$ cat src/rtl/register_file_dump_controller.sv
`default_nettype none
// ============================================================================
// Module   : register_file_dump_controller
// Purpose  : Debug sequencer that freezes the CPU pipeline, walks register
//            file read port A through every address and serialises each word
//            MSB-byte first onto a valid/ready byte stream. The pipeline is
//            released once the last register has been sent.
// Revision : 1.0 - initial release
// ----------------------------------------------------------------------------
// Optional feature:
//   DUMP_HEADER_EN - when defined, the stream is prefixed with two header
//                    bytes (0xA5, then RAM_DEPTH-1) before the first register.
// ----------------------------------------------------------------------------
// Parameters:
//   NB_ADDR    register file address width
//   NB_DATA    register width, multiple of 8
//   RAM_DEPTH  number of registers dumped
// Ports:
//   i_clock         clock, rising edge
//   i_reset_n       asynchronous active-low reset
//   i_dump_start    dump request (only honoured while idle)
//   o_stall_req     pipeline freeze request / read-port-A mux select
//   i_stall_ack     pipeline frozen, no register write pending
//   o_rf_read_addr  register file read address (registered)
//   i_rf_data       register file read data (combinational)
//   o_byte          stream byte
//   o_byte_valid    stream valid
//   i_byte_ready    stream ready
//   o_busy          high whenever the sequencer is not idle
//   o_done          one-cycle pulse at the end of a dump
// ============================================================================
module register_file_dump_controller #(
  parameter int NB_ADDR   = 5,
  parameter int NB_DATA   = 32,
  parameter int RAM_DEPTH = 2**NB_ADDR
) (
  input  logic               i_clock,
  input  logic               i_reset_n,
  input  logic               i_dump_start,
  output logic               o_stall_req,
  input  logic               i_stall_ack,
  output logic [NB_ADDR-1:0] o_rf_read_addr,
  input  logic [NB_DATA-1:0] i_rf_data,
  output logic [7:0]         o_byte,
  output logic               o_byte_valid,
  input  logic               i_byte_ready,
  output logic               o_busy,
  output logic               o_done
);

  // --------------------------------------------------------------------------
  // Constants
  // --------------------------------------------------------------------------
  localparam int NB_BYTES = NB_DATA / 8;
  // Byte counter needs at least one bit: the header also counts 0..1 with it.
  localparam int NB_CNT   = (NB_BYTES > 1) ? $clog2(NB_BYTES) : 1;

  localparam logic [NB_ADDR-1:0] c_last_addr = NB_ADDR'(RAM_DEPTH - 1);
  localparam logic [NB_CNT-1:0]  c_last_byte = NB_CNT'(NB_BYTES - 1);

  localparam logic [2:0] c_st_idle   = 3'd0;
  localparam logic [2:0] c_st_halt   = 3'd1;
  localparam logic [2:0] c_st_read   = 3'd2;
  localparam logic [2:0] c_st_send   = 3'd3;
  localparam logic [2:0] c_st_done   = 3'd4;
`ifdef DUMP_HEADER_EN
  localparam logic [2:0] c_st_header = 3'd5;

  localparam logic [7:0]        c_hdr_magic    = 8'hA5;
  // Second header byte is the last address; truncated if RAM_DEPTH > 256.
  localparam logic [7:0]        c_hdr_last     = 8'(RAM_DEPTH - 1);
  localparam logic [NB_CNT-1:0] c_hdr_last_idx = NB_CNT'(1);
`endif

  // --------------------------------------------------------------------------
  // State and datapath registers
  // --------------------------------------------------------------------------
  logic [2:0]         state_q, state_d;
  logic [NB_ADDR-1:0] addr_q,  addr_d;
  logic [NB_DATA-1:0] shift_q, shift_d;
  logic [NB_CNT-1:0]  cnt_q,   cnt_d;
`ifdef DUMP_HEADER_EN
  // Set once the header has gone out, so an ack drop during READ (which
  // sends the FSM back through HALT) does not resend the header.
  logic               hdr_done_q, hdr_done_d;
`endif

  // --------------------------------------------------------------------------
  // Handshake helpers
  // --------------------------------------------------------------------------
  logic w_accept;
  logic w_last_byte;
  logic w_last_addr;

  assign w_accept    = o_byte_valid & i_byte_ready;
  assign w_last_byte = (cnt_q == c_last_byte);
  assign w_last_addr = (addr_q == c_last_addr);

  // --------------------------------------------------------------------------
  // FSM: state register
  // --------------------------------------------------------------------------
  always_ff @(posedge i_clock or negedge i_reset_n) begin
    if (!i_reset_n) begin
      state_q <= c_st_idle;
    end else begin
      state_q <= state_d;
    end
  end

  // --------------------------------------------------------------------------
  // FSM: next-state logic
  // --------------------------------------------------------------------------
  always_comb begin
    state_d = state_q;
    case (state_q)
      c_st_idle: begin
        if (i_dump_start) begin
          state_d = c_st_halt;
        end
      end
      c_st_halt: begin
        if (i_stall_ack) begin
`ifdef DUMP_HEADER_EN
          state_d = hdr_done_q ? c_st_read : c_st_header;
`else
          state_d = c_st_read;
`endif
        end
      end
`ifdef DUMP_HEADER_EN
      c_st_header: begin
        if (w_accept && (cnt_q == c_hdr_last_idx)) begin
          state_d = c_st_read;
        end
      end
`endif
      c_st_read: begin
        // Losing the ack here means a write may be in flight: re-freeze
        // and read the same address again once the pipeline is quiet.
        state_d = i_stall_ack ? c_st_send : c_st_halt;
      end
      c_st_send: begin
        // The ack is deliberately ignored here; the captured word is
        // already safe in the shift register and is always completed.
        if (w_accept && w_last_byte) begin
          state_d = w_last_addr ? c_st_done : c_st_read;
        end
      end
      c_st_done: begin
        state_d = c_st_idle;
      end
      default: begin
        state_d = c_st_idle;
      end
    endcase
  end

  // --------------------------------------------------------------------------
  // Datapath next-state logic (address, shift register, byte counter)
  // --------------------------------------------------------------------------
  always_comb begin
    addr_d     = addr_q;
    shift_d    = shift_q;
    cnt_d      = cnt_q;
`ifdef DUMP_HEADER_EN
    hdr_done_d = hdr_done_q;
`endif
    case (state_q)
      c_st_idle: begin
        cnt_d = '0;
      end
      c_st_halt: begin
        cnt_d = '0;
      end
`ifdef DUMP_HEADER_EN
      c_st_header: begin
        if (w_accept) begin
          cnt_d = cnt_q + NB_CNT'(1);
          if (cnt_q == c_hdr_last_idx) begin
            cnt_d      = '0;
            hdr_done_d = 1'b1;
          end
        end
      end
`endif
      c_st_read: begin
        if (i_stall_ack) begin
          shift_d = i_rf_data;
          cnt_d   = '0;
        end
      end
      c_st_send: begin
        if (w_accept) begin
          shift_d = shift_q << 8;
          cnt_d   = cnt_q + NB_CNT'(1);
          // The final address is held through DONE; it only returns to
          // zero when DONE hands back to IDLE.
          if (w_last_byte && !w_last_addr) begin
            addr_d = addr_q + NB_ADDR'(1);
          end
        end
      end
      c_st_done: begin
        addr_d     = '0;
`ifdef DUMP_HEADER_EN
        hdr_done_d = 1'b0;
`endif
      end
      default: begin
        addr_d = '0;
      end
    endcase
  end

  // --------------------------------------------------------------------------
  // Datapath registers
  // --------------------------------------------------------------------------
  always_ff @(posedge i_clock or negedge i_reset_n) begin
    if (!i_reset_n) begin
      addr_q     <= '0;
      shift_q    <= '0;
      cnt_q      <= '0;
`ifdef DUMP_HEADER_EN
      hdr_done_q <= 1'b0;
`endif
    end else begin
      addr_q     <= addr_d;
      shift_q    <= shift_d;
      cnt_q      <= cnt_d;
`ifdef DUMP_HEADER_EN
      hdr_done_q <= hdr_done_d;
`endif
    end
  end

  // --------------------------------------------------------------------------
  // FSM: output logic
  // All outputs decode from registered state, so the asynchronous reset
  // forces them low immediately and valid/byte cannot change between edges.
  // --------------------------------------------------------------------------
  always_comb begin
    o_stall_req    = 1'b0;
    o_busy         = 1'b0;
    o_done         = 1'b0;
    o_byte_valid   = 1'b0;
    o_byte         = 8'h00;
    o_rf_read_addr = addr_q;
    case (state_q)
      c_st_idle: begin
        o_stall_req = 1'b0;
      end
      c_st_halt: begin
        o_stall_req = 1'b1;
        o_busy      = 1'b1;
      end
`ifdef DUMP_HEADER_EN
      c_st_header: begin
        o_stall_req  = 1'b1;
        o_busy       = 1'b1;
        o_byte_valid = 1'b1;
        o_byte       = (cnt_q == '0) ? c_hdr_magic : c_hdr_last;
      end
`endif
      c_st_read: begin
        o_stall_req = 1'b1;
        o_busy      = 1'b1;
      end
      c_st_send: begin
        o_stall_req  = 1'b1;
        o_busy       = 1'b1;
        o_byte_valid = 1'b1;
        o_byte       = shift_q[NB_DATA-1 -: 8];
      end
      c_st_done: begin
        o_stall_req = 1'b1;
        o_busy      = 1'b1;
        o_done      = 1'b1;
      end
      default: begin
        o_stall_req = 1'b0;
      end
    endcase
  end

endmodule
`default_nettype wire

$ cat config.mk
export PLATFORM = sky130hd
export DESIGN_NAME = register_file_dump_controller
export DESIGN_NICKNAME = d
export VERILOG_FILES = /design/src/rtl/register_file_dump_controller.sv
export SDC_FILE = /design/constraint.sdc
export NUM_CORES = 1
export LEC_CHECK = 0
export BUFFER_PORTS_ARGS = -buffer_cell sky130_fd_sc_hd__buf_4
export CAP_MARGIN = 20
export CORE_ASPECT_RATIO = 1.1
export CORE_MARGIN = 8
export CORE_UTILIZATION = 25
export DETAILED_ROUTE_END_ITERATION = 8
export GPL_TIMING_DRIVEN = 1
export SETUP_SLACK_MARGIN = 0.3
export SKIP_LAST_GASP = 1
export SYNTH_ARGS = -nofsm -noshare
export SYNTH_HDL_FRONTEND = slang
export SYNTH_SLANG_ARGS = --single-unit
$ cat constraint.sdc
create_clock -name i_clock -period 4 [get_ports i_clock]
set_input_delay 0.2 -clock i_clock [delete_from_list [all_inputs] [get_ports i_clock]]
set_output_delay 0.2 -clock i_clock [all_outputs]
set_load 0.01 [all_outputs]
==> metrics <==
number of endpoints with negative hold slack in the final report 0; pin count of the biggest net entering global routing between 40 and 50; kind of critical path flop to flop; clock period minus worst slack 2.259 ns; Routed WL per cell 14.07 µm; clock insertion delay at the later pin of the skew report 0.29 ns; depth of the CTS H-tree 2; worst reg2reg path endpoint shift_q[21]; number of iterations in the first detailed-routing pass 5; Synth Register Bits 42; CTS Root Cell sky130_fd_sc_hd__clkbuf_8; Internal Dissipation between 1000 and 1500 µW; number of diodes added for antenna fixing 0; setup slack, reg-to-reg roughly 1.7 ns; total DRC errors in the routed layout 0; initial antenna violation count 0; highest-count cells in the layout ignoring fill and taps sky130_fd_sc_hd__buf_4, sky130_fd_sc_hd__dfrtp_1, sky130_fd_sc_hd__mux2_2; sequential fraction of the synthesis area 0.4773; number of global-route vias before repair around 1600; total negative slack for setup checks 0 ns; largest fanout on the critical path 26; outcome complete, no violations; setup clock skew after layout approximately 0.0066 ns; number of unique standard cell types used by synthesis 37; endpoint of the worst hold path shift_q[4]; gpl congestion 0.7069; Post-Place Cell Area 0.002674 mm²; total of fill cells in the finished design just under 900; All-Layer GR Usage 0.08503; nets@finish 283; clock buffer count from CTS 5; clock tree from TritonCTS built; Starting Density 0.2533; post-detailed-routing wire length ~5000 µm; mapped cell area 0.002202 mm²; unrepaired setup endpoints after global routing false; Critical Path End Type flop; worst hold slack between 0.15 and 0.2 ns; sequential fraction of design power 0.387; Die H 114.4 µm; areal power density over the cells ~680 mW/mm²; Post-Synthesis Net Count between 200 and 250; Net Switching 659.2 µW; Final setup violation count 0; first-pass GRT wire length 8252 µm; maximum achievable frequency 442.6 MHz; total number of placement rows 36; source of the worst hold timing path i_rf_data[4]; die area about 0.012 mm²; instance count of the mapped netlist 192; type of the tightest min-delay check input port to flop; launching element type of the critical path flop; reg2reg path depth 5; worst-margin pin slew 0.6055 ns; Logic pwr share 0.464; detailed-route via count 1547; Pins Over Slew Limit 0; I/O pins 54; Max Buffers Root-to-Sink 2; final HPWL from detailed placement ~3700 µm; Finished Cell Area between 0.002 and 0.003 mm²; Slew Limit Headroom 0.5957; Clock power frac 0.149; Initial DRC Count 42; area delta synth->final 26.19%; setup fix buffers added after clock tree synthesis 0; Antenna Nets Post-Route 0; most common library cell in the layout ignoring fill and taps sky130_fd_sc_hd__buf_4; clock transition time at the flip-flop clock pins of the worst setup and hold paths about 0.08 ns; Port-buffer cells 53; launching point of the worst reg2reg path state_q[2]; share of cells above drive strength 1 0.4057; total gr overflow 0; count of synthesis-stage warnings from yosys 0; VDD IR-drop max between 0.2 and 0.3 mV; required time of the critical path 4.17 ns; post-route fraction of the period consumed by the critical path 0.5648; switch share 0.3479; sinks on the clock net 42; Die Width 105.5 µm; average cell area after synthesis about 11 µm²; number of instances on the worst hold path 3; count of maximum capacitance violations 0; data arrival at the endpoint of the critical path 2.43 ns; via density per instance 4.321; core area 0.008693 mm²; Static Leakage 0.001304 µW
## cell usage after synthesis (all sizes together)
| library cell | number | area, µm² |
|---|---|---|
| nand3b | 1 | 7.510 |
| nor3 | 1 | 5.000 |
| clkbuf | 3 | 11.26 |
| a41o | 1 | 10.01 |
| o211ai | 1 | 7.510 |
| a21o | 1 | 7.510 |
| ha | 3 | 37.54 |
| nor2b | 2 | 12.51 |
| o41ai | 1 | 8.760 |
| inv | 19 | 71.31 |
| mux2i | 25 | 250.2 |
| nand4 | 1 | 6.260 |
| a22o | 2 | 17.52 |
| or4 | 1 | 7.510 |
| nand2 | 11 | 41.29 |
| o31ai | 2 | 15.01 |
| mux2 | 33 | 371.6 |
| o21a | 1 | 7.510 |
| a21oi | 5 | 25.02 |
| nor2 | 12 | 45.04 |
| nand3 | 3 | 15.01 |
| or3 | 1 | 6.260 |
| and3 | 1 | 6.260 |
| and4b | 1 | 10.01 |
| dfrtp | 42 | 1051 |
| o21ai | 3 | 15.01 |
| o311ai | 1 | 8.760 |
| or3b | 1 | 8.760 |
| nor3b | 1 | 18.77 |
| and4 | 1 | 8.760 |
| xnor2 | 1 | 8.760 |
| buf | 9 | 72.56 |
| nand2b | 1 | 6.260 |
## per-layer routing
layer / vias to the layer above / global-route usage / part of all wire
met5: - / 0 / 0
met2: 37 / 0.1382 / 0.49
met4: 0 / 0.02000 / 0.0046
met3: 2 / 0.02590 / 0.055
met1: 743 / 0.1073 / 0.45
li1: 765 / - / -
## power by group through the flow
stage / combinational, µW / clock (µW) / sequential (µW)
floorplan: 717 / 0 / 696
finish: 879 / 283 / 734
global route: 979 / 313 / 763
detailed placement: 896 / 0 / 745
global placement: 876 / 0 / 741
CTS: 899 / 296 / 736
## state kept, by name (all words and copies together), names as in the netlist
signal	count
state_q	3
cnt_q	2
o_rf_read_addr	5
shift_q	32
## through the flow
step	worst slack, ns	utilization	cells	power [µW]
final	1.741	0.3197	358	1895
after global routing	1.629	0.3197	358	2055
after CTS	1.706	0.3197	358	1931
after detailed placement	1.727	0.3076	349	1641
after global placement	1.764	0.3076	349	1617
after floorplan	2.216	-	192	1412
## cells by family after synthesis
group	after synthesis	share of synthesized area
multiplexers	58	0.2824
adder cells (fa/ha/maj)	3	0.01705
XOR/XNOR	1	0.003978
buffers and inverters	31	0.07045
AO/OA/AOI/OAI	18	0.05568
AND/OR/NAND/NOR	39	0.09319
flip-flops	42	0.4773
## area by class of cell
cell class                      instances  area, µm²  share of cell area
Timing Repair Buffer                   56      422.9              0.1522
Clock buffer                            6      82.58             0.02972
Multi-Input combinational cell        119      996.0              0.3584
Clock inverter                          2      12.51            0.004502
Inverter                               19      71.32             0.02566
Tap cell                              114      142.6             0.05133
Sequential cell                        42       1051              0.3782
## how the worst max path moves through the flow
stage,end,startpoint,depth (start not counted)
3_5_place_dp,shift_q[11],state_q[2],5
6_report,shift_q[21],state_q[2],5
5_1_grt,shift_q[21],state_q[2],5
4_1_cts,shift_q[10],state_q[2],5
2_1_floorplan,o_rf_read_addr[1],o_rf_read_addr[0],6
3_3_place_gp,shift_q[10],state_q[2],5
## repair_timing
item,4_1_cts,5_1_grt
endpoints found under the hold margin,42,0
hold buffers,1,0
resized for setup,0,0
## critical path, stage by stage (launching register included)
cell	delay, ns
sky130_fd_sc_hd__dfrtp_1	0.54
sky130_fd_sc_hd__nand3b_1	0.23
sky130_fd_sc_hd__buf_4	0.23
sky130_fd_sc_hd__inv_2	0.48
sky130_fd_sc_hd__mux2_2	0.40
sky130_fd_sc_hd__mux2_2	0.26
Note: power is estimated with default switching activity, not from simulation.
